**config.mk**
```make
export PLATFORM = sky130hd
export DESIGN_NAME = ipic_arbiter
export DESIGN_NICKNAME = d
export VERILOG_FILES = /design/src/rtl/ipic_arbiter.sv
export SDC_FILE = /design/constraint.sdc
export NUM_CORES = 1
export LEC_CHECK = 0
export ABC_AREA = 1
export CORE_ASPECT_RATIO = 0.9
export CORE_MARGIN = 5
export CORE_UTILIZATION = 35
export DETAILED_ROUTE_END_ITERATION = 8
export GPL_ROUTABILITY_DRIVEN = 1
export PLACE_DENSITY = 0.69
export SLEW_MARGIN = 20
export SYNTH_ARGS = -nofsm -noshare
export SYNTH_HDL_FRONTEND = slang
export SYNTH_SLANG_ARGS = --single-unit
```
**constraint.sdc**
```tcl
create_clock -name bus2ip_clk -period 4.5 [get_ports bus2ip_clk]
set_input_delay 0.9 -clock bus2ip_clk [delete_from_list [all_inputs] [get_ports bus2ip_clk]]
set_output_delay 0.9 -clock bus2ip_clk [all_outputs]
set_load 0.05 [all_outputs]
```
**src/rtl/ipic_arbiter.sv**
```systemverilog
`default_nettype none
// ============================================================================
//  Module      : ipic_arbiter
//  Description : Round-robin arbiter between two requesters and IPIC
//                transaction sequencer. Rejects unmapped addresses and kills
//                accesses that stall past C_TIMEOUT cycles.
//  Revision    : 1.0 - initial release
// ============================================================================
module ipic_arbiter #(
  parameter int C_TIMEOUT = 64
) (
  input  logic        bus2ip_clk,
  input  logic        bus2ip_resetn,
  // requester 0 (host register bridge)
  input  logic        req0_valid,
  input  logic        req0_rnw,
  input  logic [11:0] req0_addr,
  input  logic [31:0] req0_wrdata,
  output logic        req0_done,
  output logic        req0_error,
  output logic [31:0] req0_rddata,
  // requester 1 (configuration loader)
  input  logic        req1_valid,
  input  logic        req1_rnw,
  input  logic [11:0] req1_addr,
  input  logic [31:0] req1_wrdata,
  output logic        req1_done,
  output logic        req1_error,
  output logic [31:0] req1_rddata,
  // IPIC master port
  output logic        bus2ip_cs,
  output logic        bus2ip_rdce,
  output logic        bus2ip_wrce,
  output logic [11:0] bus2ip_addr,
  output logic [31:0] bus2ip_data,
  input  logic        ip2bus_rdack,
  input  logic        ip2bus_wrack,
  input  logic        ip2bus_error,
  input  logic [31:0] ip2bus_data,
  // status
  output logic        arb_busy,
  output logic        arb_timeout
);

  localparam int            CW        = $clog2(C_TIMEOUT);
  localparam logic [CW-1:0] C_CNT_MAX = CW'(C_TIMEOUT - 1);

  typedef enum logic [1:0] {
    S_IDLE   = 2'd0,
    S_ACCESS = 2'd1,
    S_DONE   = 2'd2
  } state_t;

  state_t        r_state;
  logic          r_last;     // requester granted most recently
  logic          r_gnt;      // requester owning the current access
  logic          r_rnw;
  logic [CW-1:0] r_cnt;
  logic          r_cs;
  logic          r_rdce;
  logic          r_wrce;
  logic [11:0]   r_addr;
  logic [31:0]   r_data;
  logic [1:0]    r_done;
  logic [1:0]    r_error;
  logic [31:0]   r_rddata [2];
  logic          r_busy;
  logic          r_timeout;

  logic          w_any;
  logic          w_gnt;
  logic          w_rnw;
  logic [11:0]   w_addr;
  logic [31:0]   w_wrdata;
  logic          w_mapped;
  logic          w_ack;
  logic          w_expired;
  logic          w_term;

  // Grant selection and termination decode for the current cycle
  always_comb begin
    w_any     = req0_valid | req1_valid;
    w_gnt     = 1'b0;
    if (req0_valid && req1_valid) begin
      w_gnt = ~r_last;
    end else if (req1_valid) begin
      w_gnt = 1'b1;
    end
    w_rnw     = w_gnt ? req1_rnw    : req0_rnw;
    w_addr    = w_gnt ? req1_addr   : req0_addr;
    w_wrdata  = w_gnt ? req1_wrdata : req0_wrdata;
    // Only 0x200..0x7FF decodes to an IPIC register region
    w_mapped  = ~w_addr[11] & (w_addr[10:9] != 2'b00);
    // An ack of the wrong type does not count
    w_ack     = r_rnw ? ip2bus_rdack : ip2bus_wrack;
    w_expired = (r_cnt == C_CNT_MAX);
    w_term    = w_ack | ip2bus_error | w_expired;
  end

  // Arbitration / access sequencing FSM with registered outputs
  always_ff @(posedge bus2ip_clk) begin
    if (!bus2ip_resetn) begin
      r_state     <= S_IDLE;
      r_last      <= 1'b1;
      r_gnt       <= 1'b0;
      r_rnw       <= 1'b0;
      r_cnt       <= '0;
      r_cs        <= 1'b0;
      r_rdce      <= 1'b0;
      r_wrce      <= 1'b0;
      r_addr      <= '0;
      r_data      <= '0;
      r_done      <= 2'b00;
      r_error     <= 2'b00;
      r_rddata[0] <= '0;
      r_rddata[1] <= '0;
      r_busy      <= 1'b0;
      r_timeout   <= 1'b0;
    end else begin
      r_done    <= 2'b00;
      r_error   <= 2'b00;
      r_timeout <= 1'b0;
      case (r_state)
        S_IDLE: begin
          if (w_any) begin
            r_last <= w_gnt;
            r_gnt  <= w_gnt;
            r_busy <= 1'b1;
            if (w_mapped) begin
              r_addr  <= w_addr;
              r_data  <= w_wrdata;
              r_rnw   <= w_rnw;
              r_cs    <= 1'b1;
              r_rdce  <= w_rnw;
              r_wrce  <= ~w_rnw;
              r_cnt   <= '0;
              r_state <= S_ACCESS;
            end else begin
              // Unmapped: fail immediately without touching the bus
              r_done[w_gnt]  <= 1'b1;
              r_error[w_gnt] <= 1'b1;
              r_state        <= S_DONE;
            end
          end
        end
        S_ACCESS: begin
          if (w_term) begin
            r_cs           <= 1'b0;
            r_rdce         <= 1'b0;
            r_wrce         <= 1'b0;
            r_done[r_gnt]  <= 1'b1;
            // A matching ack reports the mux's error flag; any other
            // termination (bare error or expiry) is a failure
            r_error[r_gnt] <= w_ack ? ip2bus_error : 1'b1;
            r_timeout      <= ~w_ack & ~ip2bus_error;
            if (r_rnw && ip2bus_rdack) begin
              r_rddata[r_gnt] <= ip2bus_data;
            end
            r_state        <= S_DONE;
          end else begin
            r_cnt <= r_cnt + CW'(1);
          end
        end
        S_DONE: begin
          r_busy  <= 1'b0;
          r_state <= S_IDLE;
        end
        default: begin
          r_busy  <= 1'b0;
          r_state <= S_IDLE;
        end
      endcase
    end
  end

  assign bus2ip_cs   = r_cs;
  assign bus2ip_rdce = r_rdce;
  assign bus2ip_wrce = r_wrce;
  assign bus2ip_addr = r_addr;
  assign bus2ip_data = r_data;
  assign req0_done   = r_done[0];
  assign req1_done   = r_done[1];
  assign req0_error  = r_error[0];
  assign req1_error  = r_error[1];
  assign req0_rddata = r_rddata[0];
  assign req1_rddata = r_rddata[1];
  assign arb_busy    = r_busy;
  assign arb_timeout = r_timeout;

endmodule
`default_nettype wire

```
# Yosys cells after proc, flatten, opt, wreduce, memory -nomap -nowiden
# Memories as Yosys holds them, arrays and structs flattened.
# Index checks and enable logic that the tools add are counted.
# W data, S select, Z words.
dict set report totals {
  reg_bits 64
  mem_count 1
  out_inout_bits 117
  word_cells 99
  romBits 0
  ramBits 64
  input_bits 129
  latchBits 0
}
dict set report op_classes {
  n_eq_ne 6
  shift 0
  n_div 0
  n_addsub 1
  magnitude_cmp 4
  muxes 46
  multipliers 0
  bitwise 12
  n_reduce_logical 15
}
# name depth word_bits read_ports rd_ports_with_merged_regs wr line
set memory_table {}
lappend memory_table {r_rddata 2 32 2 0 2 66} ;# logic [31:0] r_rddata [2];
# operator count
set ops {}
lappend ops {{$mux W32} 2}
lappend ops {{$reduce_or A32 Y1} 1}
lappend ops {{$mux W1} 23}
lappend ops {{$mux W6} 3}
lappend ops {{$mux W2} 7}
lappend ops {{$mux W12} 1}
lappend ops {{$pmux W2 S2} 3}
lappend ops {{$pmux W6 S2} 1}
lappend ops {{$ne A2 B2 Y1 const B} 4}
lappend ops {{$pmux W1 S2} 4}
lappend ops {{$reduce_and A4 Y1} 2}
lappend ops {{$add A6 B1 Y6 const B} 1}
lappend ops {{$eq A6 B6 Y1 const B} 1}
lappend ops {{$not A1 Y1} 6}
lappend ops {{$reduce_and A2 Y1} 3}
lappend ops {{$reduce_and A3 Y1} 2}
lappend ops {{$logic_and A1 B1 Y1} 4}
lappend ops {{$lt A1 B2 Y1 const B} 2}
lappend ops {{$reduce_bool A2 Y1} 2}
lappend ops {{$or A1 B1 Y1} 3}
lappend ops {{$and A1 B1 Y1} 2}
lappend ops {{$and A2 B2 Y2} 1}
lappend ops {{$demux W1 S1} 2}
lappend ops {{$eq A2 B1 Y1 const B} 1}
lappend ops {{other kinds (2)} 3}

# Logic depth before layout (Yosys ltp)
dict set report logic_depth {
  word_depth 9
  mapped_depth 11
  ltp_nobuf 11
}

# Worst setup path after synthesis
# No wires, ideal clock.
dict set report synth_timing {
  path_type {input to register}
  start {in bus2ip_resetn}
  end {mem r_rddata[0][0] (enable)}
  path_slack_ps 1784
  n_path_buf 1
  path_stages 7
  arrival_ps 2327
  path_cell_list {inv_2 -> nor2_1 -> nand2_1 -> nor2_1 -> nand2_1 -> clkbuf_1 -> nand2_1}
}
# element line
set synth_rtl {}
lappend synth_rtl {{from (decl)} 13} ;# input logic bus2ip_resetn,
lappend synth_rtl {{to (decl)} 66}

==> impl_metrics.env <==
export IMPL_hold_buffers=0
export IMPL_end_kind="flip-flop"
export IMPL_drive_above_1_share_pct=5.23
export IMPL_place_inst=1068
export IMPL_cp_max_fo=33
export IMPL_firstDrtPassIters=5
export IMPL_clockBufferDepth=2
export IMPL_placementRows=43
export IMPL_h_tree_depth=4
export IMPL_overflow=0
export IMPL_cts_made_buffers=17
export IMPL_tns_ps=0
export IMPL_yosysTopAreaCellShare_pct=35.6
export IMPL_stdcell_area_um2=8590
export IMPL_hold_path_class="reg2reg"
export IMPL_synth_ff_type="edfxtp_1"
export IMPL_port_buffers=245
export IMPL_tightest_slew_ps=741
export IMPL_arrival_ps=2990
export IMPL_hold_viol=0
export IMPL_p_leak_nw=3.50
export IMPL_cpMostUsedCell="nand2_1"
export IMPL_wire_per_inst_um=14.8
export IMPL_syn_area_per_cell_um2=8.37
export IMPL_gp_congestion=0.780
export IMPL_io_pins=246
export IMPL_crit_start="bus2ip_resetn"
export IMPL_core_area_um2=15300
export IMPL_slew_viol_final=0
export IMPL_first_global_vias=4720
export IMPL_vias=4994
export IMPL_finalCriticalPeriod_ps=2910
export IMPL_total_power_mw=3.46
export IMPL_drt_total_wl_um=16200
export IMPL_r2r_start="r_last"
export IMPL_post_cts_buffers=0
export IMPL_final_util_pct=56.2
export IMPL_cts_tree="done"
export IMPL_grt_pass1_wl_um=25100
export IMPL_status="completed"
export IMPL_finalSetupViolCount=0
export IMPL_instances_no_fill=1100
export IMPL_yosys_area_top_type="edfxtp_1"
export IMPL_final_cell_mix="245 x clkdlybuf4s50_1, 215 x nand2_1, 78 x nor2_1"
export IMPL_multiInputGateArea_um2=1830
export IMPL_start_kind="primary input"
export IMPL_numClockSinks=128
export IMPL_async_flop_share_pct=0
export IMPL_synth_seq_cells=128
export IMPL_power_density_nw_per_um2=403
export IMPL_slew_limit_headroom_pct=50.5
export IMPL_period_share_pct=64.6
export IMPL_cp_slowest_stage_delay_ps=650
export IMPL_path_class="in2reg"
export IMPL_antenna_found_initial=1
export IMPL_syn_area_um2=5400
export IMPL_cts_clk_slew_worst_paths_ps=50
export IMPL_worst_path_max_delay_cell="clkdlybuf4s50_1"
export IMPL_drv_cap=0
export IMPL_num_fill_cells=1399
export IMPL_timing_hold_ws_ps=455
export IMPL_dpl_hpwl_um=12000
export IMPL_drc=0
export IMPL_yosysUniqueCellTypes=26
export IMPL_register_area_um2=3200
export IMPL_die_h_um=128
export IMPL_grt_max_degree=58
export IMPL_synth_cells=645
export IMPL_synth_fp_nets=775
export IMPL_ys_warn_count=0
export IMPL_fin_skew_ps=7.18
export IMPL_ir_worst_vdd_mv=0.274
export IMPL_worstPathCellList="clkdlybuf4s50_1, inv_2, nor2_1, nand2_1, nor2_1, nand2_1, buf_4, nand2_1, buf_4"
export IMPL_post_dp_cell_area_um2=8020
export IMPL_die_w_um=141
export IMPL_area_growth_pct=59.0
export IMPL_die_area_um2=18000
export IMPL_ys_seq_area_share_pct=59.3
export IMPL_viasPerCell=4.54
export IMPL_rsz0062_at_grt="no"
export IMPL_final_common_cell="clkdlybuf4s50_1"
export IMPL_synth_area_leaders="edfxtp_1 36%, dfxtp_1 24%, nand2_1 15%"
export IMPL_clk_latency_ps=420
export IMPL_synth_edff_count=64
export IMPL_fin_ws_ps=1590
export IMPL_cts_root_buf="clkbuf_16"
export IMPL_gr_usage_all_layers_pct=18.1
export IMPL_initial_core_util_pct=35.4
export IMPL_first_iter_violations=283
export IMPL_worstRegToRegCells=8
export IMPL_antenna_left=0
export IMPL_required_ps=4580
export IMPL_cts_resized=0
export IMPL_fmax_mhz=344
export IMPL_whs_path_depth=2
export IMPL_dp_slack_ps=1120
export IMPL_num_antenna_cells=0
export IMPL_layout_nets=1015
export IMPL_holdCritStartpoint="bus2ip_addr[11]"
==> path summary, 6_finish.rpt <==
kind                endpoint  slack, ps
min reg2reg  bus2ip_addr[11]        450
max reg2reg      bus2ip_rdce       2260
max          r_rddata[0][28]       1590
min          bus2ip_addr[11]        450
==> area by class of cell <==
cell class	count	area share [%]
well taps	202	2.94
multi-input cells	429	21.3
flip-flops and latches	128	37.3
clock inverters	14	1.65
inverters	54	2.36
repair buffers	255	29.4
clock buffers	18	5.00
==> registers in the layout (all words and copies together), names as in the netlist <==
| name | cells |
|---|---|
| r_rddata | 64 |
| r_rnw | 1 |
| arb_timeout | 1 |
| r_done | 2 |
| bus2ip_addr | 12 |
| r_state | 2 |
| r_error | 2 |
| r_gnt | 1 |
| r_last | 1 |
| arb_busy | 1 |
| bus2ip_rdce | 1 |
| bus2ip_wrce | 1 |
| bus2ip_cs | 1 |
| bus2ip_data | 32 |
| r_cnt | 6 |
==> synthesized netlist by cell type (2+ instances only) <==
master,n
nand2_1,215
nor2_1,78
dfxtp_1,64
edfxtp_1,64
a21oi_1,58
nand3_1,57
inv_1,51
clkbuf_1,22
buf_2,6
buf_4,4
nand2_2,4
buf_6,2
inv_2,2
nand3b_1,2
nand4_1,2
nor3b_1,2
o21ai_0,2
or2_0,2
==> cells by family (layout without fill, tap and decap cells) <==
group           after synthesis  in the layout  share of synthesized area [%]
simple gates                365            365                           27.6
compound gates               62             62                           5.86
xor+xnor                      1              1                          0.162
buf+inv                      88            341                           6.81
flops                       128            128                           59.3
fa+ha+maj                     1              1                          0.232
==> layer usage <==
metal | wire length, um | vias up | track usage [%]
li1 | - | 2546 | -
met1 | 6390 | 2190 | 21.6
met2 | 7380 | 241 | 28.5
met3 | 2250 | 15 | 9.21
met4 | 211 | 2 | 5.87
met5 | 13 | - | 0
==> worst max-delay path: cells and delay by family <==
| kind | cells | cell delay [ps] |
|---|---|---|
| buffers and inverters | 4 | 1340 |
| AND/OR/NAND/NOR | 5 | 730 |
==> power by group <==
part	internal [mW]	leakage (nW)	total, mW	switching [mW]
clock network	0.811	0.265	1.32	0.505
logic	0.290	2.05	0.807	0.517
registers	1.30	1.18	1.34	0.0406
(Power assumes the default switching activity.)
